<file path="src/rtl/muldiv_hilo_ctrl_pkg.sv">
`default_nettype none
// ============================================================================
//  Module   : muldiv_pkg
//  Purpose  : Shared op codes, controller state encoding and default sizes
//             for the HI/LO divide controller.
//  Revision : 1.0  initial release
// ============================================================================
package muldiv_pkg;

  localparam int WIDTH_DEF      = 32;
  localparam int WAIT_LIMIT_DEF = 48;

  localparam logic [1:0] OP_DIVU = 2'd0;
  localparam logic [1:0] OP_DIV  = 2'd1;
  localparam logic [1:0] OP_MTHI = 2'd2;
  localparam logic [1:0] OP_MTLO = 2'd3;

  typedef enum logic [1:0] {
    S_IDLE   = 2'd0,
    S_LAUNCH = 2'd1,
    S_WAIT   = 2'd2,
    S_FIX    = 2'd3
  } state_t;

endpackage
`default_nettype wire

</file>
<file path="src/rtl/muldiv_hilo_ctrl_if.sv">
`default_nettype none
// ============================================================================
//  Module   : muldiv_hilo_ctrl_if
//  Purpose  : Controller <-> divider core handshake bundle. The controller
//             is the master (issues start/operands), the core the slave.
//  Revision : 1.0  initial release
// ============================================================================
interface muldiv_hilo_ctrl_if #(
  parameter int WIDTH = 32
);
  logic             div_start;
  logic [WIDTH-1:0] div_dividend;
  logic [WIDTH-1:0] div_divisor;
  logic             div_busy;
  logic [WIDTH-1:0] div_q;
  logic [WIDTH-1:0] div_r;

  modport master (
    output div_start, div_dividend, div_divisor,
    input  div_busy, div_q, div_r
  );

  modport slave (
    input  div_start, div_dividend, div_divisor,
    output div_busy, div_q, div_r
  );
endinterface
`default_nettype wire

</file>
<file path="src/rtl/muldiv_hilo_ctrl_sign_adj.sv">
`default_nettype none
// ============================================================================
//  Module   : sign_adj
//  Purpose  : Conditional two's-complement negate, y = neg ? -x : x.
//             Wraps at WIDTH bits, so -MIN == MIN.
//  Revision : 1.0  initial release
// ============================================================================
module sign_adj #(
  parameter int WIDTH = 32
) (
  input  logic             neg,
  input  logic [WIDTH-1:0] x,
  output logic [WIDTH-1:0] y
);

  // Negate on request; used for operand magnitude and result sign fix-up.
  assign y = neg ? -x : x;

endmodule
`default_nettype wire

</file>
<file path="src/rtl/muldiv_hilo_ctrl.sv">
`default_nettype none
// ============================================================================
//  Module   : muldiv_hilo_ctrl
//  Purpose  : EX-stage sequencer for DIV/DIVU/MTHI/MTLO. Owns HI/LO, drives
//             the external unsigned restoring divider, sign-corrects signed
//             results and stalls the pipeline while a divide is outstanding.
//  Revision : 1.0  initial release
// ============================================================================
module muldiv_hilo_ctrl
  import muldiv_pkg::*;
#(
  parameter int WIDTH      = WIDTH_DEF,
  parameter int WAIT_LIMIT = WAIT_LIMIT_DEF
) (
  input  logic             clock,
  input  logic             reset,
  input  logic             op_valid,
  input  logic [1:0]       op_code,
  input  logic [WIDTH-1:0] rs_val,
  input  logic [WIDTH-1:0] rt_val,
  input  logic             mf_req,
  output logic             stall,
  output logic [WIDTH-1:0] hi,
  output logic [WIDTH-1:0] lo,
  output logic             div_err,
  muldiv_hilo_ctrl_if.master core
);

  localparam int CW = $clog2(WAIT_LIMIT + 1);

  state_t           state;
  logic             neg_q;
  logic             neg_r;
  logic             dz;
  logic [WIDTH-1:0] rs_hold;   // raw dividend, becomes HI on divide-by-zero
  logic [CW-1:0]    wait_cnt;

  logic             is_div;
  logic [WIDTH-1:0] rs_abs;
  logic [WIDTH-1:0] rt_abs;
  logic [WIDTH-1:0] q_fix;
  logic [WIDTH-1:0] r_fix;

  assign is_div = (op_code == OP_DIV);

  // Operand magnitudes: only a signed DIV folds negative operands.
  sign_adj #(.WIDTH(WIDTH)) u_abs_rs (
    .neg (is_div & rs_val[WIDTH-1]),
    .x   (rs_val),
    .y   (rs_abs)
  );

  sign_adj #(.WIDTH(WIDTH)) u_abs_rt (
    .neg (is_div & rt_val[WIDTH-1]),
    .x   (rt_val),
    .y   (rt_abs)
  );

  // Result correction: quotient negative when signs differ, remainder
  // follows the dividend sign.
  sign_adj #(.WIDTH(WIDTH)) u_fix_q (
    .neg (neg_q),
    .x   (core.div_q),
    .y   (q_fix)
  );

  sign_adj #(.WIDTH(WIDTH)) u_fix_r (
    .neg (neg_r),
    .x   (core.div_r),
    .y   (r_fix)
  );

  // Freeze the pipeline whenever a divide is in flight; MT*/MF* in idle are free.
  assign stall = (state != S_IDLE) | (mf_req & (state != S_IDLE));

  // Controller FSM with registered HI/LO, core handshake and error pulse.
  always_ff @(posedge clock) begin
    if (reset) begin
      state             <= S_IDLE;
      hi                <= '0;
      lo                <= '0;
      div_err           <= 1'b0;
      core.div_start    <= 1'b0;
      core.div_dividend <= '0;
      core.div_divisor  <= '0;
      neg_q             <= 1'b0;
      neg_r             <= 1'b0;
      dz                <= 1'b0;
      rs_hold           <= '0;
      wait_cnt          <= '0;
    end else begin
      div_err        <= 1'b0;
      core.div_start <= 1'b0;
      case (state)
        S_IDLE: begin
          if (op_valid) begin
            case (op_code)
              OP_MTHI: hi <= rs_val;
              OP_MTLO: lo <= rs_val;
              default: begin
                neg_q             <= is_div & (rs_val[WIDTH-1] ^ rt_val[WIDTH-1]);
                neg_r             <= is_div & rs_val[WIDTH-1];
                core.div_dividend <= rs_abs;
                core.div_divisor  <= rt_abs;
                rs_hold           <= rs_val;
                if (rt_val == '0) begin
                  // Divide by zero never reaches the core.
                  dz    <= 1'b1;
                  state <= S_FIX;
                end else begin
                  // Start is registered so it is high during S_LAUNCH.
                  dz             <= 1'b0;
                  core.div_start <= 1'b1;
                  state          <= S_LAUNCH;
                end
              end
            endcase
          end
        end
        S_LAUNCH: begin
          wait_cnt <= '0;
          state    <= S_WAIT;
        end
        S_WAIT: begin
          if (!core.div_busy) begin
            state <= S_FIX;
          end else if (wait_cnt == CW'(WAIT_LIMIT - 1)) begin
            // Core hung: abandon the divide, leave HI/LO untouched.
            div_err <= 1'b1;
            state   <= S_IDLE;
          end else begin
            wait_cnt <= wait_cnt + 1'b1;
          end
        end
        S_FIX: begin
          if (dz) begin
            lo <= '1;
            hi <= rs_hold;
          end else begin
            lo <= q_fix;
            hi <= r_fix;
          end
          state <= S_IDLE;
        end
        default: state <= S_IDLE;
      endcase
    end
  end

endmodule
`default_nettype wire

</file>
<file path="src/flat_wrapper.sv">
// flat-port wrapper written by rule: the top's interface ports become plain ports
module muldiv_hilo_ctrl_flat import muldiv_pkg::*;
#(
  parameter int WIDTH      = WIDTH_DEF,
  parameter int WAIT_LIMIT = WAIT_LIMIT_DEF
)
  (clock, reset, op_valid, op_code, rs_val, rt_val, mf_req, stall, hi, lo, div_err, core_div_start, core_div_dividend, core_div_divisor, core_div_busy, core_div_q, core_div_r);
  muldiv_hilo_ctrl_if #(.WIDTH(WIDTH)) core_i ();
  input  logic clock;
  input  logic reset;
  input  logic op_valid;
  input  logic [1:0] op_code;
  input  logic [WIDTH-1:0] rs_val;
  input  logic [WIDTH-1:0] rt_val;
  input  logic mf_req;
  output logic stall;
  output logic [WIDTH-1:0] hi;
  output logic [WIDTH-1:0] lo;
  output logic div_err;
  output wire logic [$bits(core_i.div_start)-1:0] core_div_start;
  output wire logic [$bits(core_i.div_dividend)-1:0] core_div_dividend;
  output wire logic [$bits(core_i.div_divisor)-1:0] core_div_divisor;
  input wire logic [$bits(core_i.div_busy)-1:0] core_div_busy;
  input wire logic [$bits(core_i.div_q)-1:0] core_div_q;
  input wire logic [$bits(core_i.div_r)-1:0] core_div_r;
  assign core_div_start = core_i.div_start;
  assign core_div_dividend = core_i.div_dividend;
  assign core_div_divisor = core_i.div_divisor;
  assign core_i.div_busy = core_div_busy;
  assign core_i.div_q = core_div_q;
  assign core_i.div_r = core_div_r;
  muldiv_hilo_ctrl #(.WIDTH(WIDTH), .WAIT_LIMIT(WAIT_LIMIT)) u_core (.clock(clock), .reset(reset), .op_valid(op_valid), .op_code(op_code), .rs_val(rs_val), .rt_val(rt_val), .mf_req(mf_req), .stall(stall), .hi(hi), .lo(lo), .div_err(div_err), .core(core_i));
endmodule
</file>
<file path="config.mk">
export PLATFORM = sky130hd
export DESIGN_NAME = muldiv_hilo_ctrl_flat
export DESIGN_NICKNAME = d
export VERILOG_FILES = /design/src/rtl/muldiv_hilo_ctrl_pkg.sv /design/src/rtl/muldiv_hilo_ctrl_if.sv /design/src/rtl/muldiv_hilo_ctrl_sign_adj.sv /design/src/rtl/muldiv_hilo_ctrl.sv /design/src/flat_wrapper.sv
export SDC_FILE = /design/constraint.sdc
export NUM_CORES = 1
export LEC_CHECK = 0
export ABC_CLOCK_PERIOD_IN_PS = 3400
export BUFFER_PORTS_ARGS = -buffer_cell sky130_fd_sc_hd__buf_2
export CORE_MARGIN = 1
export CORE_UTILIZATION = 25
export CTS_CLUSTER_SIZE = 10
export DETAILED_ROUTE_END_ITERATION = 6
export REMOVE_ABC_BUFFERS = 1
export SYNTH_ARGS = -nofsm -noshare
export SYNTH_HDL_FRONTEND = slang
export SYNTH_HIERARCHICAL = 1
export SYNTH_SLANG_ARGS = --single-unit
</file>
<file path="constraint.sdc">
create_clock -name clock -period 3.4 [get_ports clock]
set_clock_uncertainty 0.05 [all_clocks]
set_input_delay 0.68 -clock clock [delete_from_list [all_inputs] [get_ports clock]]
set_output_delay 0.68 -clock clock [all_outputs]
set_load 0.005 [all_outputs]
</file>
==> impl_metrics.env, run 1 <==
export IMPL_place_hpwl_microns=28900
export IMPL_startpoint_type="input pin"
export IMPL_slew_violations=0
export IMPL_critPathArrivalTime_ns=2.91
export IMPL_yosys_cell_types_count=59
export IMPL_fmax_mhz=389
export IMPL_drive_gt1_frac=0.251
export IMPL_core_sq_um=40100
export IMPL_hold_viol=0
export IMPL_drt_initial_drc_count=579
export IMPL_synth_compound_area_frac=0.240
export IMPL_tritoncts="done"
export IMPL_grt_pass1_wl_microns=57800
export IMPL_place_area_sq_um=12100
export IMPL_clk_latency_ns=0.44
export IMPL_reg2reg_slack_ns=1.15
export IMPL_r2r_start="u_core/state[1]"
export IMPL_postSynth_asyncResetShare=0
export IMPL_dp_cells=2041
export IMPL_crit_path_end_kind="flop"
export IMPL_antenna_found_initial=7
export IMPL_tightest_slew_ns=0.911
export IMPL_finalSetupViolations=0
export IMPL_cp_required_ns=3.73
export IMPL_yosys_warnings=6
export IMPL_clockRootBuffer="clkbuf_16"
export IMPL_synth_avg_cell_area_sq_um=7.85
export IMPL_ys_ff_latch=173
export IMPL_rows=73
export IMPL_reg2reg_to="u_core/lo[22]"
export IMPL_vias_per_cell=5.02
export IMPL_routed_wl_microns=39000
export IMPL_final_nets=1675
export IMPL_min_from="u_core/hi[22]"
export IMPL_track_usage=0.182
export IMPL_postCtsResizedCells=0
export IMPL_post_route_period_util=0.756
export IMPL_critPathMaxFanout=9
export IMPL_cts_made_buffers=17
export IMPL_fp_dieArea_sq_um=41900
export IMPL_clk_pin_slew_worst_paths_ns=0.08
export IMPL_finalPower_uw=4950
export IMPL_die_w_microns=205
export IMPL_cts_htree_levels=4
export IMPL_maxSlewHeadroom=0.392
export IMPL_synth_common_cells="355 x nand2_1, 173 x dfxtp_1, 145 x a21oi_1"
export IMPL_pin_count=266
export IMPL_clock_sinks=173
export IMPL_finalCriticalPeriod_ns=2.57
export IMPL_hold_path_class="reg2reg"
export IMPL_synth_xor_area_frac=0.101
export IMPL_yosysTopAreaCell="dfxtp_1"
export IMPL_synth_cells=1310
export IMPL_drt_pass1_iterations=5
export IMPL_gp_congestion=0.873
export IMPL_synth_top_family_by_area="compound AO/OA/AOI/OAI gates"
export IMPL_area_growth_pct=23.9
export IMPL_cts_setup_buffers=0
export IMPL_synth_simple_area_share=0.233
export IMPL_instances_no_fill=2078
export IMPL_grt_pass1_vias=9849
export IMPL_muxShareOfSynthArea=0.0321
export IMPL_irDropWorstVdd_mv=0.279
export IMPL_postLayoutCellArea_sq_um=12700
export IMPL_grt_start_max_net_pins=77
export IMPL_dieHeight_microns=205
export IMPL_p_leak_uw=0.00444
export IMPL_ctsHoldBuffers=0
export IMPL_synth_fa_ha_area_frac=0.00609
export IMPL_postRouteAntennaNets=0
export IMPL_gr_total_overflow=0
export IMPL_drcViolationCount=0
export IMPL_synth_top_area_share=0.337
export IMPL_ys_seq_area_frac=0.337
export IMPL_portBuffers=264
export IMPL_wl_per_cell_microns=18.8
export IMPL_outcome="finished, final reports clean"
export IMPL_synth_edf_count=0
export IMPL_yosys_most_used_dff="dfxtp_1"
export IMPL_cts_buffer_depth=2
export IMPL_fillCellCount=4289
export IMPL_r2r_cells=5
export IMPL_synth_area_sq_um=10300
export IMPL_via_count=10426
export IMPL_rsz0062_at_grt="no"
export IMPL_start_util=0.256
export IMPL_cap_violations=0
export IMPL_criticalPathCategory="in2reg"
export IMPL_synth_most_common_cell="nand2_1"
export IMPL_min_path_cells=2
export IMPL_holdPathEnd="u_core/hi[22]"
export IMPL_synthTopCellsByArea="dfxtp_1 34%, nand2_1 13%, xnor2_1 10%"
export IMPL_power_density_nw_per_um2=389
-- worst max-delay path by stage --
stage	from	endpoint	cells past startpoint
after floorplan	u_core/state[1]	u_core/lo[0]	4
after global placement	core_div_q[14]	u_core/lo[30]	7
after detailed placement	core_div_q[14]	u_core/lo[30]	7
after CTS	core_div_q[14]	u_core/lo[30]	7
after global routing	core_div_q[14]	u_core/lo[30]	7
final	rs_val[13]	u_core/core.div_dividend[22]	7
-- worst max-delay path, cell delays in order --
cell and delay (ns):
buf_2 0.16, or4_4 0.61, or4_4 0.53, o41ai_1 0.56, xnor2_1 0.18, nand2_1 0.07, a21oi_1 0.12
-- kinds of logic after synthesis --
group,Yosys count
DFF,173
and+or+nand+nor,508
xor gates and xnor gates,118
muxes,33
buffers and inverters,114
adders and majority gates,5
AOI/OAI and AO/OA,359
-- layout by cell type (no fill, tap or decap), types with 6 or more instances in the layout --
master     Yosys  final
o41ai_2       10     10
nor4_1        22     22
nand3b_1       8      8
a21oi_1      145    145
nand2b_1      16     16
clkbuf_16      0     17
buf_4          9     31
nor2b_1        6      6
o221ai_2      10     10
o21ai_0       46     46
buf_2         20    263
a21oi_2       10     10
inv_1         21     21
or4_4          6      6
o41ai_1       32     32
nor3_1         8      8
nand4_1       11     11
o211ai_1      33     33
nand2_1      355    354
o221ai_1       9      9
mux2i_1       33     33
nand3_1        8      8
xnor2_1      117    117
or4_1          6      6
dfxtp_1      173    172
o31ai_1       32     32
or3_1          8      8
inv_8          0      6
a31oi_1       14     13
nor2_1        20     20
-- report_power, final --
part | total, uW | internal [uW] | switching [uW]
clock network | 1990 | 978 | 1010
logic | 802 | 318 | 484
registers | 2170 | 2110 | 52.1
total | 4950 | 3410 | 1540
-- sequential cells by signal, summed over array words and instances (netlist names) --
signal / flops
u_core/neg_q: 1
u_core/wait_cnt: 6
u_core/dz: 1
u_core/rs_hold: 32
u_core/lo: 32
u_core/core.div_start: 1
u_core/core.div_dividend: 32
u_core/hi: 32
u_core/state: 2
u_core/div_err: 1
u_core/neg_r: 1
u_core/core.div_divisor: 32
-- metal layers --
metal / track usage / wire length, microns / vias up / share of wire
met5: 0 / 44 / - / 0.0011
met4: 0.0485 / 584 / 8 / 0.015
met3: 0.0538 / 2920 / 41 / 0.075
met2: 0.308 / 18400 / 351 / 0.47
met1: 0.224 / 17000 / 4905 / 0.44
li1: - / - / 5121 / -
-- final cells by class --
class / count / area (sq um) / area share
Antenna cell: 5 / 12.5 / 0.000983
Timing Repair Buffer: 299 / 1640 / 0.129
Clock buffer: 17 / 425 / 0.0334
Multi-Input combinational cell: 1023 / 6300 / 0.495
Sequential cell: 173 / 3460 / 0.272
Inverter: 21 / 78.8 / 0.00619
Tap cell: 525 / 657 / 0.0516
Clock inverter: 15 / 149 / 0.0117
-- per-stage QoR --
step           setup TNS (ns)  setup WS (ns)  hold slack (ns)   util
2_1_floorplan          -13.91         -0.518            0.380      -
3_3_place_gp                0          0.388            0.385  0.303
3_5_place_dp                0          0.388            0.392  0.303
4_1_cts                     0          0.864            0.401  0.317
5_1_grt                     0          0.785            0.417  0.317
6_report                    0          0.828            0.400  0.318
Power figures use the tool's default switching activity.
==> run 2: changes to the inputs <==
Settings changed: ABC_CLOCK_PERIOD_IN_PS 3400 to 2450.
Clock period 3.4 ns to 2.45 ns, I/O delays scaled along.
==> impl_metrics.env, run 2 (synthesis results as in run 1) <==
export IMPL_outcome="finished, final reports clean"
export IMPL_drive_gt1_frac=0.294
export IMPL_pwr_share_comb=0.171
export IMPL_portBuffers=264
export IMPL_pin_count=266
export IMPL_critPathMaxFanout=9
export IMPL_layout_setup_ws_ns=0.179
export IMPL_critPathArrivalTime_ns=2.59
export IMPL_finalSetupViolations=0
export IMPL_tritoncts="done"
export IMPL_core_sq_um=40100
export IMPL_gr_total_overflow=0
export IMPL_tightest_slew_ns=0.582
export IMPL_routed_wl_microns=40500
export IMPL_irDropWorstVdd_mv=0.454
export IMPL_postCtsResizedCells=0
export IMPL_startpoint_type="input pin"
export IMPL_cts_htree_levels=4
export IMPL_clk_pin_slew_worst_paths_ns=0.07
export IMPL_drt_pass1_iterations=5
export IMPL_r2r_start="u_core/state[1]"
export IMPL_postRouteAntennaNets=0
export IMPL_layout_common_cells="354 x nand2_1, 263 x buf_2, 172 x dfxtp_1"
export IMPL_wl_per_cell_microns=18.6
export IMPL_worstSetupStartpoint="core_div_q[14]"
export IMPL_layout_commonest_cell="nand2_1"
export IMPL_track_usage=0.191
export IMPL_clk_latency_ns=0.44
export IMPL_criticalPathCategory="in2reg"
export IMPL_start_util=0.256
export IMPL_finalSetupTns_ns=0
export IMPL_p_switching_uw=2100
export IMPL_swShare=0.290
export IMPL_area_growth_pct=31.9
export IMPL_antenna_found_initial=6
export IMPL_via_count=10810
export IMPL_vias_per_cell=4.98
export IMPL_power_frac_seq=0.416
export IMPL_crit_path_end_kind="flop"
export IMPL_p_int_uw=5120
export IMPL_place_ws_ns=-0.280
export IMPL_die_w_microns=205
export IMPL_cts_setup_buffers=0
export IMPL_post_route_period_util=0.927
export IMPL_rows=73
export IMPL_hold_viol=0
export IMPL_pwr_share_clk=0.413
export IMPL_drt_initial_drc_count=604
export IMPL_grt_pass1_wl_microns=61100
export IMPL_power_density_nw_per_um2=532
export IMPL_maxSlewHeadroom=0.612
export IMPL_final_nets=1769
export IMPL_min_from="rt_val[0]"
export IMPL_cp_required_ns=2.77
export IMPL_dieHeight_microns=205
export IMPL_ctsHoldBuffers=0
export IMPL_cts_buffer_depth=2
export IMPL_drcViolationCount=0
export IMPL_hold_path_class="in2reg"
export IMPL_finalCriticalPeriod_ns=2.27
export IMPL_clockRootBuffer="clkbuf_16"
export IMPL_grt_start_max_net_pins=61
export IMPL_slew_violations=0
export IMPL_cts_made_buffers=17
export IMPL_gp_congestion=0.883
export IMPL_fmax_mhz=440
export IMPL_fp_dieArea_sq_um=41900
export IMPL_cap_violations=0
export IMPL_rsz0062_at_grt="no"
export IMPL_place_hpwl_microns=30600
export IMPL_p_leak_uw=0.00495
export IMPL_fillCellCount=4256
export IMPL_clock_sinks=173
export IMPL_grt_pass1_vias=10394
## run 2: cell type report
cell class | count | area, sq um | share of cell area
flip-flops and latches | 173 | 3460 | 0.256
multi-input cells | 1023 | 6300 | 0.465
clock buffers | 18 | 439 | 0.0324
clock inverters | 14 | 183 | 0.0135
diodes | 5 | 12.5 | 0.000923
repair buffers | 393 | 2420 | 0.179
inverters | 21 | 78.8 | 0.00581
well taps | 525 | 657 | 0.0484
## run 2: worst paths after layout
path                                                    to  slack, ns  cells after the start
worst max-delay path                         u_core/lo[30]       0.18                      7
worst min-delay path            u_core/core.div_divisor[0]       0.30                      3
worst max register to register               u_core/hi[11]       0.40                      6
worst min register to register               u_core/hi[24]       0.40                      2
## run 2: stage by stage
stage | utilization | instance area, sq um | power [uW] | std cells | hold WS [ns]
after floorplan | - | 9830 | 3570 | 1217 | 0.380
after global placement | 0.322 | 12900 | 4290 | 2135 | 0.387
after detailed placement | 0.322 | 12900 | 4310 | 2135 | 0.393
after CTS | 0.338 | 13500 | 7330 | 2167 | 0.266
after global routing | 0.338 | 13600 | 7560 | 2169 | 0.289
final | 0.338 | 13600 | 7220 | 2172 | 0.302
## run 2: power groups by stage
stage / logic (uW) / registers [uW] / clock network [uW]
floorplan: 499 / 3070 / 0
detailed placement: 1240 / 3070 / 0
global route: 1350 / 3020 / 3190
finish: 1230 / 3000 / 2980
global placement: 1230 / 3070 / 0
CTS: 1240 / 3000 / 3080
## run 2: layer usage
| metal | track usage | up-vias | share of wire |
|---|---|---|---|
| li1 | - | 5311 | - |
| met1 | 0.241 | 5100 | 0.44 |
| met2 | 0.326 | 367 | 0.48 |
| met3 | 0.0472 | 28 | 0.072 |
| met4 | 0.0397 | 4 | 0.011 |
| met5 | 0 | - | 0.00044 |
## run 2: worst max-delay path, stage by stage
cell	delay, ns
buf_2	0.11
or4_4	0.59
or4_4	0.51
or3_1	0.39
o311ai_1	0.22
o21ai_0	0.11
a31oi_1	0.17
